File: src/rtl/fetch_pkg.sv
// -----------------------------------------------------------------------------
// fetch_pkg
//   Shared definitions for the fetch stage:
//     - fetch FSM state encoding (S_REQ / S_WAIT / S_HOLD)
//     - PC increment step for sequential fetch
//     - default reset PC
// -----------------------------------------------------------------------------
package fetch_pkg;

    typedef enum logic [1:0] {
        S_REQ  = 2'd0,  // request channel may issue a fetch
        S_WAIT = 2'd1,  // exactly one request outstanding
        S_HOLD = 2'd2   // response captured, waiting for decode to unstall
    } fetch_state_e;

    localparam logic [63:0] FETCH_PC_STEP          = 64'd4;
    localparam logic [63:0] FETCH_DEFAULT_RESET_PC = 64'h0000_0000_8000_0000;

endpackage : fetch_pkg

File: src/rtl/fetch_out_slot.sv
// -----------------------------------------------------------------------------
// fetch_out_slot
//   Output register of the fetch stage (feeds the decode pipeline register).
//   Update priority: flush (redirect) > stall > load > clear.
//   Also tracks the PC of the last delivered instruction so each delivery
//   can report the previous commit PC.
//
// Ports:
//   clk, rst_n     : clock, asynchronous active-low reset
//   flush          : redirect; empties the slot
//   stall          : decode stalled; a full slot keeps its contents
//   load           : a fetched instruction is delivered this cycle
//   load_pc/instr  : instruction being delivered
//   commit         : slot holds a real instruction
//   pc / instr     : delivered instruction and its PC (0 when empty)
//   commit_pre_pc  : PC of the previously delivered instruction
// -----------------------------------------------------------------------------
module fetch_out_slot
    import fetch_pkg::*;
#(
    parameter int INSTR_W = 32
) (
    input  logic               clk,
    input  logic               rst_n,
    input  logic               flush,
    input  logic               stall,
    input  logic               load,
    input  logic [63:0]        load_pc,
    input  logic [INSTR_W-1:0] load_instr,
    output logic               commit,
    output logic [63:0]        pc,
    output logic [INSTR_W-1:0] instr,
    output logic [63:0]        commit_pre_pc
);

    logic               commit_q, commit_d;
    logic [63:0]        pc_q, pc_d;
    logic [INSTR_W-1:0] instr_q, instr_d;
    logic [63:0]        pre_pc_q, pre_pc_d;
    logic [63:0]        last_pc_q, last_pc_d;

    // Only a full slot needs protecting from stall: an empty slot already
    // holds zeros, so it may accept a load while decode is stalled and the
    // instruction simply waits here until decode takes it.
    logic hold_slot;
    assign hold_slot = stall && commit_q;

    always_comb begin
        // NOTE: every signal assigned here gets a default first; otherwise a
        // path that skips an assignment infers a latch.
        commit_d  = commit_q;
        pc_d      = pc_q;
        instr_d   = instr_q;
        pre_pc_d  = pre_pc_q;
        last_pc_d = last_pc_q;

        if (flush) begin
            commit_d = 1'b0;
            pc_d     = '0;
            instr_d  = '0;
        end else if (hold_slot) begin
            // keep every field
        end else if (load) begin
            commit_d  = 1'b1;
            pc_d      = load_pc;
            instr_d   = load_instr;
            pre_pc_d  = last_pc_q;
            last_pc_d = load_pc;
        end else begin
            commit_d = 1'b0;
            pc_d     = '0;
            instr_d  = '0;
        end
    end

    // NOTE: sequential state is updated with non-blocking assignments so all
    // flops sample their _d values from the same edge, independent of order.
    always_ff @(posedge clk or negedge rst_n) begin
        if (!rst_n) begin
            commit_q  <= 1'b0;
            pc_q      <= '0;
            instr_q   <= '0;
            pre_pc_q  <= '0;
            last_pc_q <= '0;
        end else begin
            commit_q  <= commit_d;
            pc_q      <= pc_d;
            instr_q   <= instr_d;
            pre_pc_q  <= pre_pc_d;
            last_pc_q <= last_pc_d;
        end
    end

    assign commit        = commit_q;
    assign pc            = pc_q;
    assign instr         = instr_q;
    assign commit_pre_pc = pre_pc_q;

endmodule : fetch_out_slot

File: src/rtl/fetch_stage.sv
// -----------------------------------------------------------------------------
// fetch_stage
//   Producer side of the fetch->decode pipeline register. Generates the PC,
//   issues single-outstanding instruction-memory requests, buffers a response
//   that arrives while decode is stalled, and supplies difftest commit info.
//
// Ports:
//   clk, rst_n                 : clock, asynchronous active-low reset
//   stall                      : decode register stalled
//   redirect_valid/redirect_pc : fetch redirect (branch/jump/exception)
//   imem_req_valid/addr/ready  : instruction fetch request channel
//   imem_rsp_valid/data        : instruction fetch response channel
//   fetch_o_*                  : delivered instruction + commit info
//   perf_fetch_cnt             : (FETCH_PERF_CNT_EN) output-slot loads
//   perf_stall_cnt             : (FETCH_PERF_CNT_EN) cycles stalled with a
//                                 valid instruction in the slot
//
// Build option: define FETCH_PERF_CNT_EN to add the performance counters.
// -----------------------------------------------------------------------------
module fetch_stage
    import fetch_pkg::*;
#(
    parameter logic [63:0] RESET_PC = FETCH_DEFAULT_RESET_PC,
    parameter int          INSTR_W  = 32
) (
    input  logic               clk,
    input  logic               rst_n,
    input  logic               stall,
    input  logic               redirect_valid,
    input  logic [63:0]        redirect_pc,
    output logic               imem_req_valid,
    output logic [63:0]        imem_req_addr,
    input  logic               imem_req_ready,
    input  logic               imem_rsp_valid,
    input  logic [INSTR_W-1:0] imem_rsp_data,
    output logic [63:0]        fetch_o_pc,
    output logic [INSTR_W-1:0] fetch_o_instr,
    output logic               fetch_o_commit,
    output logic [63:0]        fetch_o_commit_pc,
    output logic [INSTR_W-1:0] fetch_o_commit_instr,
`ifdef FETCH_PERF_CNT_EN
    output logic [63:0]        perf_fetch_cnt,
    output logic [63:0]        perf_stall_cnt,
`endif
    output logic [63:0]        fetch_o_commit_pre_pc
);

    fetch_state_e       state_q, state_d;
    logic [63:0]        pc_q, pc_d;
    logic               drop_q, drop_d;
    logic [63:0]        hold_pc_q, hold_pc_d;
    logic [INSTR_W-1:0] hold_instr_q, hold_instr_d;

    logic               slot_load;
    logic [63:0]        slot_load_pc;
    logic [INSTR_W-1:0] slot_load_instr;
    logic               slot_free;

    // The slot can take a new instruction unless it is full and decode stalls.
    assign slot_free = !stall || !fetch_o_commit;

    // The FSM register resets to S_REQ, so gate with rst_n to keep the
    // request channel quiet for the whole reset assertion.
    assign imem_req_valid = rst_n && (state_q == S_REQ) && !redirect_valid;
    assign imem_req_addr  = pc_q;

    always_comb begin
        state_d         = state_q;
        pc_d            = pc_q;
        drop_d          = drop_q;
        hold_pc_d       = hold_pc_q;
        hold_instr_d    = hold_instr_q;
        slot_load       = 1'b0;
        slot_load_pc    = '0;
        slot_load_instr = '0;

        unique case (state_q)
            S_REQ: begin
                // A late response landing here belongs to nothing; ignore it.
                if (redirect_valid) begin
                    pc_d = redirect_pc;
                end else if (imem_req_ready) begin
                    state_d = S_WAIT;
                end
            end

            S_WAIT: begin
                if (redirect_valid && imem_rsp_valid) begin
                    pc_d    = redirect_pc;
                    drop_d  = 1'b0;
                    state_d = S_REQ;
                end else if (redirect_valid) begin
                    // The outstanding response still has to be absorbed;
                    // remember to throw it away when it arrives.
                    pc_d   = redirect_pc;
                    drop_d = 1'b1;
                end else if (imem_rsp_valid) begin
                    if (drop_q) begin
                        // pc already holds the redirect target
                        drop_d  = 1'b0;
                        state_d = S_REQ;
                    end else if (slot_free) begin
                        slot_load       = 1'b1;
                        slot_load_pc    = pc_q;
                        slot_load_instr = imem_rsp_data;
                        pc_d            = pc_q + FETCH_PC_STEP;
                        state_d         = S_REQ;
                    end else begin
                        hold_pc_d    = pc_q;
                        hold_instr_d = imem_rsp_data;
                        state_d      = S_HOLD;
                    end
                end
            end

            S_HOLD: begin
                if (redirect_valid) begin
                    pc_d    = redirect_pc;
                    state_d = S_REQ;
                end else if (!stall) begin
                    slot_load       = 1'b1;
                    slot_load_pc    = hold_pc_q;
                    slot_load_instr = hold_instr_q;
                    pc_d            = pc_q + FETCH_PC_STEP;
                    state_d         = S_REQ;
                end
            end

            default: begin
                state_d = S_REQ;
            end
        endcase
    end

    always_ff @(posedge clk or negedge rst_n) begin
        if (!rst_n) begin
            state_q      <= S_REQ;
            pc_q         <= RESET_PC;
            drop_q       <= 1'b0;
            hold_pc_q    <= '0;
            hold_instr_q <= '0;
        end else begin
            state_q      <= state_d;
            pc_q         <= pc_d;
            drop_q       <= drop_d;
            hold_pc_q    <= hold_pc_d;
            hold_instr_q <= hold_instr_d;
        end
    end

    fetch_out_slot #(
        .INSTR_W (INSTR_W)
    ) u_out_slot (
        .clk           (clk),
        .rst_n         (rst_n),
        .flush         (redirect_valid),
        .stall         (stall),
        .load          (slot_load),
        .load_pc       (slot_load_pc),
        .load_instr    (slot_load_instr),
        .commit        (fetch_o_commit),
        .pc            (fetch_o_pc),
        .instr         (fetch_o_instr),
        .commit_pre_pc (fetch_o_commit_pre_pc)
    );

    // Commit fields mirror the slot; an empty slot already reads as zero.
    assign fetch_o_commit_pc    = fetch_o_pc;
    assign fetch_o_commit_instr = fetch_o_instr;

`ifdef FETCH_PERF_CNT_EN
    logic [63:0] perf_fetch_q, perf_fetch_d;
    logic [63:0] perf_stall_q, perf_stall_d;

    // A load is only raised when the slot will accept it (redirect excluded),
    // so it counts real deliveries.
    always_comb begin
        perf_fetch_d = perf_fetch_q;
        perf_stall_d = perf_stall_q;
        if (slot_load && !redirect_valid) begin
            perf_fetch_d = perf_fetch_q + 64'd1;
        end
        if (stall && fetch_o_commit) begin
            perf_stall_d = perf_stall_q + 64'd1;
        end
    end

    always_ff @(posedge clk or negedge rst_n) begin
        if (!rst_n) begin
            perf_fetch_q <= '0;
            perf_stall_q <= '0;
        end else begin
            perf_fetch_q <= perf_fetch_d;
            perf_stall_q <= perf_stall_d;
        end
    end

    assign perf_fetch_cnt = perf_fetch_q;
    assign perf_stall_cnt = perf_stall_q;
`endif

endmodule : fetch_stage

File: config.mk
export PLATFORM = sky130hd
export DESIGN_NAME = fetch_stage
export DESIGN_NICKNAME = d
export VERILOG_FILES = /design/src/rtl/fetch_pkg.sv /design/src/rtl/fetch_out_slot.sv /design/src/rtl/fetch_stage.sv
export SDC_FILE = /design/constraint.sdc
export NUM_CORES = 1
export LEC_CHECK = 0
export CAP_MARGIN = 10
export CORE_UTILIZATION = 35
export CTS_CLUSTER_DIAMETER = 200
export DETAILED_ROUTE_END_ITERATION = 7
export PLACE_DENSITY_LB_ADDON = 0.15
export SLEW_MARGIN = 20
export SYNTH_ARGS = -nofsm -noshare
export SYNTH_HDL_FRONTEND = slang
export SYNTH_SLANG_ARGS = --single-unit
File: constraint.sdc
create_clock -name clk -period 3.25 [get_ports clk]
set_clock_uncertainty 0.05 [all_clocks]
set_input_delay 0.65 -clock clk [delete_from_list [all_inputs] [get_ports clk]]
set_output_delay 0.65 -clock clk [all_outputs]
set_load 0.02 [all_outputs]
---- Word level (Yosys, flattened, before mapping) ----
Cells that the tools add are included.
W data, S select, Z words.
storage, ports and cells
  register bits after elaboration ......... 388
  logic and storage cells ................. 95
  input port bits ......................... 102
cells by class
  multiplexer cells ....................... 51
  add/subtract/negate cells ............... 1
  reduce and logical (&&, ||, !) cells .... 16
  equality and inequality tests ........... 12
  bitwise operators ....................... 5
operators with widths
  operator                 count
  $mux W64                 16
  $mux W32                 8
  $pmux W64 S3             1
  $pmux W64 S2             1
  $add A64 B3 Y64 const B  1
  $pmux W32 S2             1
  $mux W2                  9
  $mux W1                  13
  $ne A4 B4 Y1 const B     3
  $reduce_and A6 Y1        2
  $ne A3 B3 Y1 const B     3
  $ne A2 B2 Y1 const B     4
  $pmux W2 S3              1
  $reduce_bool A3 Y1       2
  $not A1 Y1               5
  $reduce_and A5 Y1        1
  $logic_and A1 B1 Y1      4
  $logic_not A1 Y1         3
  $reduce_and A3 Y1        1
  $eq A2 B1 Y1 const B     1
  $eq A2 B2 Y1 const B     1
  $logic_not A2 Y1         1
  $pmux W1 S2              1
  $reduce_and A2 Y1        1
  $logic_or A1 B1 Y1       1

---- Depth between registers and ports, before layout ----
  depth in word-level cells ............... 11
  mapped depth ............................ 12

---- Modules after synthesis ----
From an unflattened synthesis, not the netlist that was laid out.
second synthesis, totals
  cells, all modules ...................... 1869
  area total of the unflattened synthesis .. 18910.6 µm²
by module, submodules not included
  module          instances  area each (µm²)  cells an instance
  fetch_stage     1          10123.5          1166
  fetch_out_slot  1          8787.2           703

---- Worst setup path before layout ----
No wires, ideal clock.
  kind .................................... input -> register
  from .................................... input redirect_valid
  to ...................................... register u_out_slot.pre_pc_q[48] (netlist: u_out_slot.commit_pre_pc[48])
  cell stages on the path ................. 8
  required time ........................... 3075 ps
  arrival time ............................ 2509 ps
  setup time .............................. 125 ps
  slack ................................... 566 ps
  buffers on the path ..................... 4
  cell sequence ........................... clkbuf_1 > nor2_1 > and2_1 > clkbuf_1 > o21ai_1 > clkbuf_1 > clkbuf_1 > mux2_2
on the way
  cells in the longest elaborated chain, start to end .. 4
  elaborated cells on any way between the ends .. 7
  classes of those cells .................. 4 x mux; 1 x bitwise; 2 x reduce/logical
ends and longest elaborated chain
  what                                                   line                                  source
  from (decl)                                            fetch_stage.sv:29                     input logic redirect_valid,
  $mux W1 / $logic_and A1 B1 Y1 (equally long branches)  fetch_stage.sv:92, fetch_stage.sv:88
  $mux W1                                                fetch_stage.sv:88                     if (redirect_valid && imem_rsp_valid) begin
  $pmux W1 S2                                            fetch_stage.sv:77                     unique case (state_q)
  $reduce_and A3 Y1 (no source line) *                   --
  to (signal assigned)                                   fetch_out_slot.sv:89                  pre_pc_q <= pre_pc_d;
  to (decl)                                              fetch_out_slot.sv:39                  logic [63:0] pre_pc_q, pre_pc_d;
Mark *: on every way between the ends. The rest lies on a longest branch, timed or not.
A chain may end at the register's enable or synchronous reset.

---- Worst setup path after layout ----
  from .................................... input rst_n
  to ...................................... output imem_req_valid
on the way
  cells in the longest elaborated chain, start to end .. 2
ends and longest elaborated chain
  what                              line               source
  from (decl)                       fetch_stage.sv:27  input logic rst_n,
  $logic_and A1 B1 Y1 (2 in a row)  fetch_stage.sv:64  assign imem_req_valid = rst_n && (state_q == S_REQ) && !redirect_valid;
  to (decl)                         fetch_stage.sv:31  output logic imem_req_valid,
Every way passes these cells.

==> results.md <==
- Fmax: 336 MHz
- Final Cell Area: 24100 sq um
- First-pass GRT wire length: 88000 um
- Initial Util: 35.6%
- Final period utilization: 91.5%
- Clock period minus worst slack: 2.97 ns
- CTS resizes: 0
- Pleak: 11.4 nW
- Pwr dens: 677 nW/um^2
- Place WS: 0.385 ns
- Synth Flop Type: dfrtp_1
- Crit-path max FO: 29
- # IOs: 424
- Final WS setup: 0.276 ns
- Worst min path class: reg2reg
- Core box area: 50300 sq um
- Final hold viol count: 0
- Post-Syn Area per Cell: 10.9 sq um
- Port buffer count: 423
- Num rows: 82
- Area Overhead vs Synth: 34.8%
- Initial antenna violation count: 6
- Clock power frac: 30.6%
- Post-route antenna net violation count: 0
- Via count: 14400
- Share of cells above drive strength 1: 16.4%
- Slew margin rel.: 28.2%
- Worst hold slack: 0.420 ns
- Synth Instances: 1635
- Post-synth EDFFs: 0
- Slew @ Worst Pin: 1.08 ns
- TritonCTS Buffers: 45
- Worst setup path class: in2out
- H-tree levels: 2
- Max IR drop VDD: 0.356 mV
- Clock-pin slew on the worst setup and hold paths: 0.05 ns
- Routability cong.: 0.853
- DP Area: 22700 sq um
- Arrival time at the worst endpoint: 2.27 ns
- Synthesized Nets: 1742
- Core Util, Final: 48.0%
- Sw frac: 35.1%
- Placed insts: 2595
- Max-slew violations: 0
- Die Ht: 228 um
- Combinational share of power: 30.2%
- Final Non-Filler Cells: 2681
- Post-Route WL: 57600 um
- CP Capture Type: output pin
- Starting DRT DRC Count: 1138
- Internal power: 10.6 mW
- DP HPWL: 40400 um
- Power share of the sequential group: 39.2%
- Die Wd: 228 um
- Nets@finish: 2078
- GR Overflow Total: 0
- Drt pass-1 iters: 5
- Crit path required time: 2.55 ns
- Pwr Total: 16.3 mW
- Unrepaired setup endpoints after global routing: false
- CTS max path bufs: 3
- Status: complete, no violations
- CTS root buf: clkbuf_16
- Mapped Area: 17900 sq um
- Seq cells post-synth: 388
- WL/cell: 21.5 um
- Clock latency on the worst-skew pair: 0.58 ns
- Total Routing Usage GR: 21.8%
- CTS sink cnt: 388
- Yosys Warn Count: 0
- Die ar.: 52100 sq um
- Final setup violation count: 0
- # DRC: 0
- Async set-reset flop share out of synthesis: 100%
- Avg Vias per Cell: 5.36
- Max_cap viols: 0
- Distinct cells, synth: 66
- Post-synthesis sequential area ratio: 54.2%
- Number of global-route vias before repair: 14200
- Largest net degree at the start of global routing: 167
- CTS tree: yes
- Switching power: 5.73 mW
- Final setup TNS: 0 ns
- Critical path startpoint category: primary input
## metal layers
metal	part of all wire, %	vias to the layer above	global-route usage (%)
li1	-	6479	-
met1	43	7316	29.2
met2	48	499	34.7
met3	7.6	69	5.49
met4	2.1	2	6.50
met5	0.014	-	0
## area by class of cell
cell class / instances / area (sq um)
multi-input cells: 1015 / 7010
well taps: 672 / 841
inverters: 17 / 63.8
fillers: 4665 / 26100
clock inverters: 17 / 218
flip-flops and latches: 388 / 9710
repair buffers: 504 / 5050
diodes: 5 / 12.5
clock buffers: 63 / 1220
## kinds of logic after synthesis
| logic type | synth area share (%) |
|---|---|
| AO/OA/AOI/OAI | 18.3 |
| flip-flops | 54.2 |
| AND/OR/NAND/NOR | 9.16 |
| buffers and inverters | 6.97 |
| multiplexers | 10.4 |
| XOR/XNOR | 0.587 |
| adder cells (fa/ha/maj) | 0.349 |
## state kept, by name, summed over array words and instances, names as in the netlist
name                      flops
state_q                       2
u_out_slot.pc                64
hold_instr_q                 32
imem_req_addr                64
u_out_slot.last_pc_q         64
u_out_slot.commit_pre_pc     64
drop_q                        1
hold_pc_q                    64
u_out_slot.commit             1
u_out_slot.instr             32
## final timing paths
kind | start | end | slack (ns) | depth (start not counted)
max in group asynchronous | rst_n | u_out_slot.pc[36] | 1.09 | 4
worst max register to register | imem_req_addr[3] | imem_req_addr[20] | 0.47 | 8
worst min-delay path | u_out_slot.last_pc_q[60] | u_out_slot.last_pc_q[60] | 0.42 | 1
min in group asynchronous | rst_n | u_out_slot.last_pc_q[25] | 0.47 | 2
worst min register to register | u_out_slot.last_pc_q[60] | u_out_slot.last_pc_q[60] | 0.42 | 1
worst max-delay path | rst_n | imem_req_valid | 0.28 | 4
## what timing repair did
action / 4_1_cts / 5_1_grt
hold endpoints to repair: 26 / 0
setup buffers: 0 / 0
endpoints found under the setup margin: 0 / 0
hold buffers: 1 / 0
## synth_stat cells, types with 6 or more instances
master | number | area (sq um)
nor2_1 | 119 | 447
and4_1 | 11 | 96.3
buf_1 | 8 | 30.0
nor4_1 | 11 | 68.8
dfrtp_1 | 387 | 9680
nor3_1 | 20 | 100
buf_2 | 7 | 35.0
buf_4 | 96 | 721
nand4_1 | 16 | 100
inv_1 | 16 | 60.1
xnor2_1 | 8 | 70.1
nand3_1 | 29 | 145
o21ai_0 | 99 | 495
and3_1 | 17 | 106
clkbuf_1 | 103 | 387
a221oi_1 | 9 | 78.8
a21oi_1 | 84 | 420
and2_1 | 6 | 37.5
a22oi_1 | 100 | 751
mux2_2 | 163 | 1840
o22ai_1 | 9 | 56.3
a21o_1 | 131 | 983
a32oi_1 | 6 | 52.6
nand2_1 | 89 | 334
## power groups by stage
stage	clock (mW)	sequential [mW]	combinational (mW)
2_1_floorplan	0	6.81	1.88
3_3_place_gp	0	6.47	4.89
3_5_place_dp	0	6.49	4.94
4_1_cts	5.16	6.41	4.96
5_1_grt	5.35	6.52	5.29
6_report	5.00	6.40	4.93
## cell usage in the layout (no fill, tap or decap), types with 6 or more instances in the layout
master,instances
clkdlybuf4s50_1,422
dfrtp_1,387
mux2_2,163
a21o_1,131
nor2_1,118
a22oi_1,100
o21ai_0,98
nand2_1,89
a21oi_1,84
buf_4,64
clkbuf_16,45
nand3_1,29
nor3_1,19
and3_1,17
inv_1,16
nand4_1,16
buf_12,16
clkbuf_1,15
and4_1,11
nor4_1,11
o22ai_1,9
a221oi_1,9
xnor2_1,8
clkinv_2,8
a32oi_1,6
## critical path, cell delays in order
cell             delay, ns
dlygate4sd3_1         0.56
buf_8                 0.25
and3_1                0.19
clkdlybuf4s50_1       0.60
No activity file was read; power rests on OpenSTA's default activity.
